## src/rtl/fetch_unit.sv

```systemverilog
// fetch_unit: instruction fetch stage. Holds the fetch PC, issues word reads
// to instruction memory under a credit limit, buffers returned words with
// their PCs in an in-order queue and presents the head to decode. A redirect
// empties the queue, restarts fetch at a new PC and discards every response
// still in flight.
module fetch_unit #(
  parameter logic [31:0] RESET_PC   = 32'h0000_0000,
  parameter int unsigned FIFO_DEPTH = 4
) (
  input  logic        clk_i,
  input  logic        rst_i,
  output logic        imem_req_valid_o,
  input  logic        imem_req_ready_i,
  output logic [31:0] imem_req_addr_o,
  input  logic        imem_rsp_valid_i,
  input  logic [31:0] imem_rsp_data_i,
  input  logic        redirect_i,
  input  logic [31:0] redirect_pc_i,
  output logic        inst_valid_o,
  input  logic        inst_ready_i,
  output logic [31:0] inst_data_o,
  output logic [31:0] inst_pc_o
);

  localparam int unsigned CW = $clog2(FIFO_DEPTH + 1);
  localparam int unsigned AW = $clog2(FIFO_DEPTH);

  logic [31:0]   fetch_pc;
  logic [31:0]   resp_pc;
  logic [31:0]   q_pc   [FIFO_DEPTH];
  logic [31:0]   q_inst [FIFO_DEPTH];
  logic [AW-1:0] head;
  logic [AW-1:0] tail;
  logic [CW-1:0] count;
  logic [CW-1:0] outstanding;
  logic [CW-1:0] stale;

  logic [CW:0]   in_use;
  logic [31:0]   redirect_base;
  logic          accept;
  logic          pop;
  logic          push;

  // Handshake decode and output muxing; request credit depends on registers only.
  always_comb begin
    in_use           = {1'b0, outstanding} + {1'b0, count};
    redirect_base    = redirect_pc_i & 32'hFFFF_FFFC;
    imem_req_valid_o = !rst_i && !redirect_i && (in_use < (CW+1)'(FIFO_DEPTH));
    imem_req_addr_o  = fetch_pc;
    accept           = imem_req_valid_o && imem_req_ready_i;
    inst_valid_o     = !rst_i && (count != '0);
    pop              = inst_valid_o && inst_ready_i;
    push             = imem_rsp_valid_i && !redirect_i && (stale == '0);
    inst_data_o      = rst_i ? '0 : q_inst[head];
    inst_pc_o        = rst_i ? '0 : q_pc[head];
  end

  // Control state: fetch/response PCs, queue pointers, in-flight and stale counters.
  always_ff @(posedge clk_i) begin
    if (rst_i) begin
      fetch_pc    <= RESET_PC;
      resp_pc     <= RESET_PC;
      head        <= '0;
      tail        <= '0;
      count       <= '0;
      outstanding <= '0;
      stale       <= '0;
    end else begin
      outstanding <= outstanding + CW'(accept) - CW'(imem_rsp_valid_i);
      if (redirect_i) begin
        // Everything still in flight after this cycle's response belongs to the old stream.
        fetch_pc <= redirect_base;
        resp_pc  <= redirect_base;
        head     <= '0;
        tail     <= '0;
        count    <= '0;
        stale    <= outstanding - CW'(imem_rsp_valid_i);
      end else begin
        if (accept) fetch_pc <= fetch_pc + 32'd4;
        if (push) begin
          tail    <= tail + AW'(1);
          resp_pc <= resp_pc + 32'd4;
        end
        if (pop) head <= head + AW'(1);
        if (push && !pop)      count <= count + CW'(1);
        else if (pop && !push) count <= count - CW'(1);
        if (imem_rsp_valid_i && (stale != '0)) stale <= stale - CW'(1);
      end
    end
  end

  // Queue storage: write the kept response together with its PC.
  always_ff @(posedge clk_i) begin
    if (!rst_i && push) begin
      q_pc[tail]   <= resp_pc;
      q_inst[tail] <= imem_rsp_data_i;
    end
  end

  // Credit must keep a push from ever landing in a full queue.
  always_ff @(posedge clk_i) begin
    if (!rst_i) assert (!(push && (count == CW'(FIFO_DEPTH))));
  end

endmodule

```

## config.mk

```make
export PLATFORM = sky130hd
export DESIGN_NAME = fetch_unit
export DESIGN_NICKNAME = d
export VERILOG_FILES = /design/src/rtl/fetch_unit.sv
export SDC_FILE = /design/constraint.sdc
export NUM_CORES = 1
export LEC_CHECK = 0
export CAP_MARGIN = 20
export CORE_MARGIN = 4
export CORE_UTILIZATION = 50
export CTS_BUF_LIST = sky130_fd_sc_hd__clkbuf_4 sky130_fd_sc_hd__clkbuf_8
export CTS_CLUSTER_SIZE = 10
export DETAILED_ROUTE_END_ITERATION = 6
export DONT_BUFFER_PORTS = 1
export MAX_ROUTING_LAYER = met4
export PLACE_DENSITY = 0.71
export SLEW_MARGIN = 20
export SYNTH_ARGS = -nofsm -noshare
export SYNTH_HDL_FRONTEND = slang
export SYNTH_SLANG_ARGS = --single-unit
```

## constraint.sdc

```tcl
create_clock -name clk_i -period 6.7 [get_ports clk_i]
set_input_delay 1.005 -clock clk_i [delete_from_list [all_inputs] [get_ports clk_i]]
set_output_delay 1.005 -clock clk_i [all_outputs]
set_load 0.05 [all_outputs]
```

==> metrics.cfg, run 1 <==
[run_status]
status=complete, no violations

[worst_setup_path]
worstPathArrival_ns=3.22
reg2regPathDepth=11
end_kind=output pin
worst-setup-path-type=reg2out
crit_fanout=46
start_kind=register
critPathRequiredTime_ns=5.69

[route]
wl_per_cell_um=21.7
dr_total_vias=7621
drc=0
dr.pass1.iters=5
drt_iter0_markers=459
ant_nets=0
finalWirelength_mm=28.4
viasPerCell=5.81

[hold_path]
hp-class=reg2reg
whs_path_depth=2

[layout]
final_cell_mix=edfxtp_1 (248), dfxtp_1 (73), nor2b_1 (64)
syn2layout_area_growth_pct=10.3
drive_gt1_share_pct=18.9
fin_area_mm2=0.0151
n_antenna_cell=0
seqCellArea_mm2=0.00895
final_util_pct=56.0
multi_input_area_mm2=0.00433
fillers=2147
final_common_cell=edfxtp_1
nets=1014

[yosys]
synthArstFlopShare_pct=0
yosysWarnings=0
synth_area_leaders=edfxtp_1 (55%), dfxtp_1 (11%), mux4_2 (10%)
yosys.area.top_type=edfxtp_1
ys_types=58
yosysSeqAreaShare_pct=65.6
postSynthCellCount=914
ys.flop_type=edfxtp_1
ys_ff_latch=323
mappedNetlistArea_mm2=0.0136
yosys.area.top_type_share_pct=54.6
synth_edf_count=248
syn_avg_cell_area_um2=14.9

[power]
switching_share_pct=23.5
ir_worst_vdd_mv=0.197
combPwrFrac_pct=6.7
leakage_nw=4.78
p_switching_w=0.00104
seqPwrFrac_pct=52.5
p_int_w=0.00339
powerDensity_mw_per_mm2=294
clockPowerShare_pct=40.8

[clocking]
post_cts_buffers=0
path_clk_slew_ns=0.07
clockBufferDepth=3
clock_latency_ns=0.56
ctsHoldBuffers=0
cts_tree=done
cts_buffers=52
root_buffer=clkbuf_8
cts_num_sinks=323
ctsHtreeMaxLevel=2
ctsResizeCount=0

[placement]
place_ws_ns=2.95
dpl_cell_area_mm2=0.0139
gp_congestion=0.863
io_buffers=0
hpwl_mm=17.9

[global_route]
top_usage_layer=met2
track_usage_pct=19.6
grt_use_met3_pct=5.29
grt_pass1_vias=7992
grt_pass1_wl_mm=45.4
overflow=0
met1_usage_pct=25.8
grt_max_degree=117
met2_usage_pct=30.8
antenna_found_initial=0

[sta]
worst_pin_slew_ns=1.12
setup_slack_ns=2.48
rsz0062_at_grt=false
final_max_slew_viol_count=0
clock.fmax_mhz=237
finalCritPeriodShare_pct=63.0
skew_ns=0.0214
slew-limit-headroom_pct=25.0
setup_violations=0
tns_ns=0
layout_min_cycle_time_ns=4.22
finalHoldViolations=0

[die]
die_h_um=173
dieArea_mm2=0.0300
rows=60
fp.coreArea_mm2=0.0269
initial_core_util_pct=50.8
die_x_um=173
io-pin-count=168

[job]
max-cap-violations=0

-- Yosys cell counts (4+ instances only) --
cell type,count
a211oi_1,12
a21boi_0,19
a21boi_1,7
a21oi_1,26
a31oi_1,11
and2_1,5
and3_1,11
buf_1,4
buf_2,8
buf_4,4
clkbuf_1,31
dfxtp_1,75
edfxtp_1,248
ha_1,15
inv_1,30
mux4_2,62
nand2_1,48
nand3_1,19
nand4_1,23
nor2_1,38
nor2b_1,64
nor3_1,17
nor3_2,4
nor4_1,8
nor4_2,5
o21ai_0,7
o22ai_1,5
or3_1,6
xnor2_1,39
xor2_1,17
-- state kept, by name, indices dropped and copies added (netlist names), named ones only --
register	count
q_inst	128
outstanding	3
stale	3
head	2
tail	2
resp_pc	30
q_pc	120
imem_req_addr_o	30
count	3
-- final timing paths --
kind / from / to / slack (ns)
setup / recovery: register / inst_pc_o[16] / 2.48
hold / removal: tail[1]$_SDFFE_PP0P_ / tail[1]$_SDFFE_PP0P_ / 0.50
setup reg to reg: outstanding[2]$_SDFF_PP0_ / outstanding[2]$_SDFF_PP0_ / 3.54
hold reg to reg: tail[1]$_SDFFE_PP0P_ / tail[1]$_SDFFE_PP0P_ / 0.50
-- cell families after synthesis --
family                     Yosys count  share of synthesized area [%]
AOI/OAI and AO/OA                  103                           4.92
xor gates and xnor gates            56                           3.59
adders and majority gates           17                           1.67
buffers and inverters               83                           2.79
DFF                                323                           65.6
muxes                               63                           10.3
other                                1                         0.0275
and+or+nand+nor                    268                           11.1
-- final cells by class --
cell class                 instances  area share (%)
tap                              341            2.83
clock buffer                      79            6.43
timing repair buffer               8           0.482
multi-input combinational        511            28.8
inverter                          31           0.773
sequential                       323            59.5
clock inverter                    18            1.23
-- power by group through the flow --
stage          registers (W)  clock network [W]  logic, W
4_1_cts              0.00233            0.00185  0.000297
5_1_grt              0.00234            0.00195  0.000325
2_1_floorplan        0.00234                  0  0.000270
6_report             0.00233            0.00181  0.000295
3_3_place_gp         0.00237                  0  0.000291
3_5_place_dp         0.00237                  0  0.000296
-- layer usage --
metal  vias to the layer above  share of wire [%]
met5                         -                  0
met4                         0                1.6
met3                        43                8.4
met2                       297                 47
met1                      3777                 43
li1                       3504                  -
-- stage by stage --
step                      total power [W]  std cells  hold WS, ns
after floorplan                   0.00261        917        0.466
after global placement            0.00266       1213        0.480
after detailed placement          0.00266       1213        0.495
after CTS                         0.00447       1310        0.502
after global routing              0.00461       1311        0.498
final                             0.00443       1311        0.502
-- critical path, cell delays in order, from the launching register on --
cell and delay (ns):
dfxtp_4 0.97, buf_4 0.48, mux4_2 0.28, nor2b_1 0.87
Power figures use the tool's default switching activity.
==> run 2, diff against run 1 <==
==> constraint.sdc (replaced) <==
create_clock -name clk_i -period 4.15 [get_ports clk_i]
set_input_delay 0.6225 -clock clk_i [delete_from_list [all_inputs] [get_ports clk_i]]
set_output_delay 0.6225 -clock clk_i [all_outputs]
set_load 0.05 [all_outputs]
==> run 2 against run 1 <==
First-iteration DRC count increased by 19%. Via count is 0.81% higher. Largest power group unchanged. Final cell count up 1.7%. Clock power grew 49%. Sequential share of layout area down 0.50 points. Final area is 0.86% higher. Non-clock buffer count grew 21. Global-route usage grew 0.14 points. Sequential power rose by 61%. Critical endpoint is now inst_data_o[11]. Sequential cell count unchanged.
==> metrics.cfg, run 2 (synthesized netlist as in run 1, its figures left out) <==
[power]
powerDensity_mw_per_mm2=458  ; was 294 mW/mm2
ir_worst_vdd_mv=0.252  ; was 0.197 mV
leakage_nw=4.85  ; was 4.78 nW

[layout]
largest_reg_flops=128  ; unchanged
final_cell_mix=edfxtp_1 (248), dfxtp_1 (73), nor2b_1 (64)  ; unchanged
top_register=q_inst  ; unchanged
drive_gt1_share_pct=20.4  ; was 18.9%
final_common_cell=edfxtp_1  ; unchanged
fin_cells=1333  ; was 1311
fillers=2125  ; was 2147
nets=1035  ; was 1014
syn2layout_area_growth_pct=11.3  ; was 10.3%
top_regs=q_inst x128, q_pc x120  ; unchanged

[global_route]
grt_pass1_vias=7897  ; was 7992
grt_pass1_wl_mm=45.5  ; was 45.4 mm
antenna_found_initial=1  ; was 0
track_usage_pct=19.7  ; was 19.6%
overflow=0  ; unchanged
grt_max_degree=117  ; unchanged

[worst_setup_path]
start_kind=register  ; unchanged
end_kind=output pin  ; unchanged
critPathRequiredTime_ns=3.53  ; was 5.69 ns
worst-setup-path-type=reg2out  ; unchanged
crit_fanout=23  ; was 46
worstPathArrival_ns=2.73  ; was 3.22 ns

[clocking]
cts_num_sinks=323  ; unchanged
ctsResizeCount=0  ; unchanged
ctsHtreeMaxLevel=2  ; unchanged
cts_tree=done  ; unchanged
root_buffer=clkbuf_8  ; unchanged
cts_buffers=52  ; unchanged
post_cts_buffers=0  ; unchanged
ctsHoldBuffers=0  ; unchanged
path_clk_slew_ns=0.06  ; was 0.07 ns
clock_latency_ns=0.58  ; was 0.56 ns
clockBufferDepth=3  ; unchanged

[route]
drc=0  ; unchanged
dr.pass1.iters=5  ; unchanged
viasPerCell=5.76  ; was 5.81
wl_per_cell_um=21.6  ; was 21.7 um
ant_nets=0  ; unchanged
finalWirelength_mm=28.8  ; was 28.4 mm
dr_total_vias=7683  ; was 7621
drt_iter0_markers=544  ; was 459

[placement]
place_inst=1235  ; was 1213
io_buffers=0  ; unchanged
place_ws_ns=1.07  ; was 2.95 ns
gp_congestion=0.862  ; was 0.863
hpwl_mm=18.3  ; was 17.9 mm

[die]
die_h_um=173  ; unchanged
rows=60  ; unchanged
initial_core_util_pct=50.8  ; unchanged
dieArea_mm2=0.0300  ; unchanged
fp.coreArea_mm2=0.0269  ; unchanged
die_x_um=173  ; unchanged
io-pin-count=168  ; unchanged

[sta]
worst_pin_slew_ns=1.06  ; was 1.12 ns
finalHoldViolations=0  ; unchanged
tns_ns=0  ; unchanged
skew_ns=0.0157  ; was 0.0214 ns
setup_slack_ns=0.801  ; was 2.48 ns
final_max_slew_viol_count=0  ; unchanged
finalCritPeriodShare_pct=80.7
layout_min_cycle_time_ns=3.35
clock.fmax_mhz=299
slew-limit-headroom_pct=29.0  ; was 25.0%
setup_violations=0  ; unchanged
rsz0062_at_grt=false  ; unchanged

[job]
max-cap-violations=0  ; unchanged

[hold_path]
hp-class=in2reg  ; was reg2reg

[run_status]
status=complete, no violations  ; unchanged

## run 2: area by class of cell
class	instances	area (um2)	area share [%]
clock buffers	73	898	5.92
multi-input cells	511	4330	28.5
repair buffers	29	293	1.93
well taps	341	427	2.81
clock inverters	24	161	1.06
diodes	1	2.50	0.0165
inverters	31	116	0.766
flip-flops and latches	323	8950	59.0
## run 2: final timing paths
path / endpoint / depth (start not counted) / start / slack, ns
max: inst_data_o[11] / 3 / register / 0.80
min: q_inst[2][2]$_DFFE_PP_ / 0 / imem_rsp_data_i[2] / 0.13
max reg2reg: outstanding[2]$_SDFF_PP0_ / 11 / outstanding[2]$_SDFF_PP0_ / 1.04
min reg2reg: tail[0]$_SDFFE_PP0P_ / 2 / tail[0]$_SDFFE_PP0P_ / 0.51
## run 2: power breakdown
part	internal [W]	switching (W)
clock	0.00148	0.00123
sequential	0.00357	0.000167
combinational	0.000176	0.000335
## run 2: layer usage
layer	part of all wire, %	up-vias	track usage [%]
met5	0	-	-
met4	1.6	0	5.09
met3	8.7	42	5.71
met2	47	290	30.8
met1	42	3813	25.8
li1	-	3538	-
## run 2: worst max-delay path, cell delays in order, from the launching register on
cell and delay (ns):
dfxtp_2 0.68, buf_4 0.42, mux4_2 0.27, nor2b_1 0.76
## run 2: per-stage QoR
stage / cell area [um2] / hold slack, ns / power [W] / utilization [%]
after CTS: 15200 / 0.0828 / 0.00703 / 56.5
after floorplan: 13700 / 0.466 / 0.00422 / -
after detailed placement: 14100 / 0.494 / 0.00432 / 52.5
after global placement: 14100 / 0.480 / 0.00431 / 52.5
after global routing: 15200 / 0.0792 / 0.00723 / 56.5
final: 15200 / 0.130 / 0.00696 / 56.5
==> run 3, diff against run 2 <==
--- a/config.mk
+++ b/config.mk
@@ -13,7 +13,7 @@
 export DETAILED_ROUTE_END_ITERATION = 6
 export DONT_BUFFER_PORTS = 1
 export MAX_ROUTING_LAYER = met4
-export PLACE_DENSITY = 0.71
+export PLACE_DENSITY = 0.74
 export SLEW_MARGIN = 20
 export SYNTH_ARGS = -nofsm -noshare
 export SYNTH_HDL_FRONTEND = slang
==> constraint.sdc (replaced) <==
create_clock -name clk_i -period 2.8 [get_ports clk_i]
set_input_delay 0.42 -clock clk_i [delete_from_list [all_inputs] [get_ports clk_i]]
set_output_delay 0.42 -clock clk_i [all_outputs]
set_load 0.05 [all_outputs]
==> run 3 against run 2 <==
Register-to-register slack got worse by 0.80 ns. Critical path depth increased by 1. First-iteration DRC count decreased by 27%. Critical path type unchanged. Final cell count increased by 8.2%. Highest routed layer unchanged. Utilization increased by 3.5 points. Clock power increased by 39%. Critical endpoint is now inst_pc_o[8]. Total power increased by 47%. Count of clock-buffer cells in the layout increased by 2. Sequential power increased by 46%. Sequential share of layout area decreased by 3.4 points.
==> metrics.cfg, run 3 (synthesized netlist as in run 1, its figures left out) <==
[run_status]
status=complete, no violations  ; unchanged

[clocking]
cts_tree=done  ; unchanged
cts_buffers=51  ; was 52
ctsHtreeMaxLevel=2  ; unchanged
cts_num_sinks=323  ; unchanged
clockBufferDepth=3  ; unchanged
post_cts_buffers=0  ; unchanged
clock_latency_ns=0.56  ; was 0.58 ns
root_buffer=clkbuf_8  ; unchanged
path_clk_slew_ns=0.06  ; about the same

[placement]
hpwl_mm=17.7  ; was 18.3 mm
dpl_cell_area_mm2=0.0147  ; was 0.0141 mm2
io_buffers=0  ; unchanged
place_inst=1310  ; was 1235
gp_congestion=0.873  ; was 0.862

[sta]
finalCritPeriodShare_pct=95.5
slew-limit-headroom_pct=52.5  ; was 29.0%
rsz0062_at_grt=false  ; unchanged
tns_ns=0  ; unchanged
skew_ns=0.0205  ; was 0.0157 ns
final_max_slew_viol_count=0  ; unchanged
clock.fmax_mhz=374
worst_pin_slew_ns=0.706  ; was 1.06 ns
finalHoldViolations=0  ; unchanged
setup_violations=0  ; unchanged
layout_min_cycle_time_ns=2.67
hold_slack_ns=0.0349  ; was 0.130 ns

[global_route]
grt_pass1_vias=8440  ; was 7897
grt_max_degree=86  ; was 117
antenna_found_initial=1  ; unchanged
track_usage_pct=19.9  ; was 19.7%
overflow=0  ; unchanged
grt_pass1_wl_mm=46.4  ; was 45.5 mm

[layout]
drive_gt1_share_pct=24.6  ; was 20.4%
syn2layout_area_growth_pct=18.2  ; was 11.3%
final_common_cell=edfxtp_1  ; unchanged
nets=1150  ; was 1035
top_regs=q_inst x128, q_pc x120  ; unchanged
top_register=q_inst  ; unchanged
final_cell_mix=edfxtp_1 (248), buf_4 (95), dfxtp_1 (73)  ; was edfxtp_1 (248), dfxtp_1 (73), nor2b_1 (64)
fin_cells=1442  ; was 1333
fin_area_mm2=0.0161  ; was 0.0152 mm2
final_util_pct=60.0  ; was 56.5%
largest_reg_flops=128  ; unchanged

[hold_path]
min_from=redirect_pc_i[27]  ; was imem_rsp_data_i[2]
hp-class=in2reg  ; unchanged

[die]
fp.coreArea_mm2=0.0269  ; unchanged
initial_core_util_pct=50.8  ; unchanged
io-pin-count=168  ; unchanged
die_h_um=173  ; unchanged
rows=60  ; unchanged
die_x_um=173  ; unchanged
dieArea_mm2=0.0300  ; unchanged

[worst_setup_path]
worstPathArrival_ns=2.25  ; was 2.73 ns
crit_fanout=41  ; was 23
critPathRequiredTime_ns=2.38  ; was 3.53 ns
reg2reg_from=imem_req_addr_o[8]$_SDFFE_PP0P_  ; was outstanding[2]$_SDFF_PP0_
start_kind=register  ; unchanged
worst-setup-path-type=reg2out  ; unchanged
end_kind=output pin  ; unchanged

[route]
ant_nets=0  ; unchanged
finalWirelength_mm=29.2  ; was 28.8 mm
drc=0  ; unchanged
dr.pass1.iters=5  ; unchanged
viasPerCell=5.69  ; was 5.76
wl_per_cell_um=20.3  ; was 21.6 um
dr_total_vias=8212  ; was 7683
drt_iter0_markers=396  ; was 544

[job]
max-cap-violations=0  ; unchanged

[power]
ir_worst_vdd_mv=0.411  ; was 0.252 mV
powerDensity_mw_per_mm2=636  ; was 458 mW/mm2
leakage_nw=5.38  ; was 4.85 nW

[run 3: per-layer routing]
metal	wire length [um]	track usage, %
met1	12700	26.6
met2	13800	30.8
met3	2190	5.16
met4	478	5.02
met5	0	-
[run 3: critical path, cell delays in order, from the launching register on]
cell	delay (ns)
dfxtp_4	0.44
buf_16	0.30
mux4_2	0.56
nor2b_1	0.15
buf_4	0.18
[run 3: repair_timing]
item / CTS / global route
hold endpoints to repair: 163 / 0
endpoints found under the setup margin: 0 / 3
hold buffers: 41 / 0
gates resized for setup: 0 / 1
[run 3: path summary, 6_finish.rpt]
kind / to / slack, ns / depth (start not counted)
worst max-delay path: inst_pc_o[8] / 0.13 / 4
worst min register to register: tail[1]$_SDFFE_PP0P_ / 0.50 / 2
worst max register to register: imem_req_addr_o[21]$_SDFFE_PP0P_ / 0.24 / 7
worst min-delay path: resp_pc[27]$_SDFFE_PP0P_ / 0.03 / 2
[run 3: metrics by stage]
step	total power [W]	worst slack, ns
floorplan	0.00625	0.127
global placement	0.00648	0.358
detailed placement	0.00650	0.322
CTS	0.0104	0.0477
global route	0.0107	0.00692
finish	0.0103	0.126
[run 3: cell type report]
type / count / area (um2)
timing repair buffer: 145 / 1320
sequential: 323 / 8950
fill: 2078 / 10800
antenna: 1 / 2.50
tap: 341 / 427
multi-input combinational: 511 / 4330
clock inverter: 15 / 66.3
inverter: 31 / 116
clock buffer: 75 / 907
[run 3: where the power goes]
part	switching (W)	internal (W)
Clock	0.00170	0.00206
Combinational	0.000633	0.000392
Sequential	0.000164	0.00530
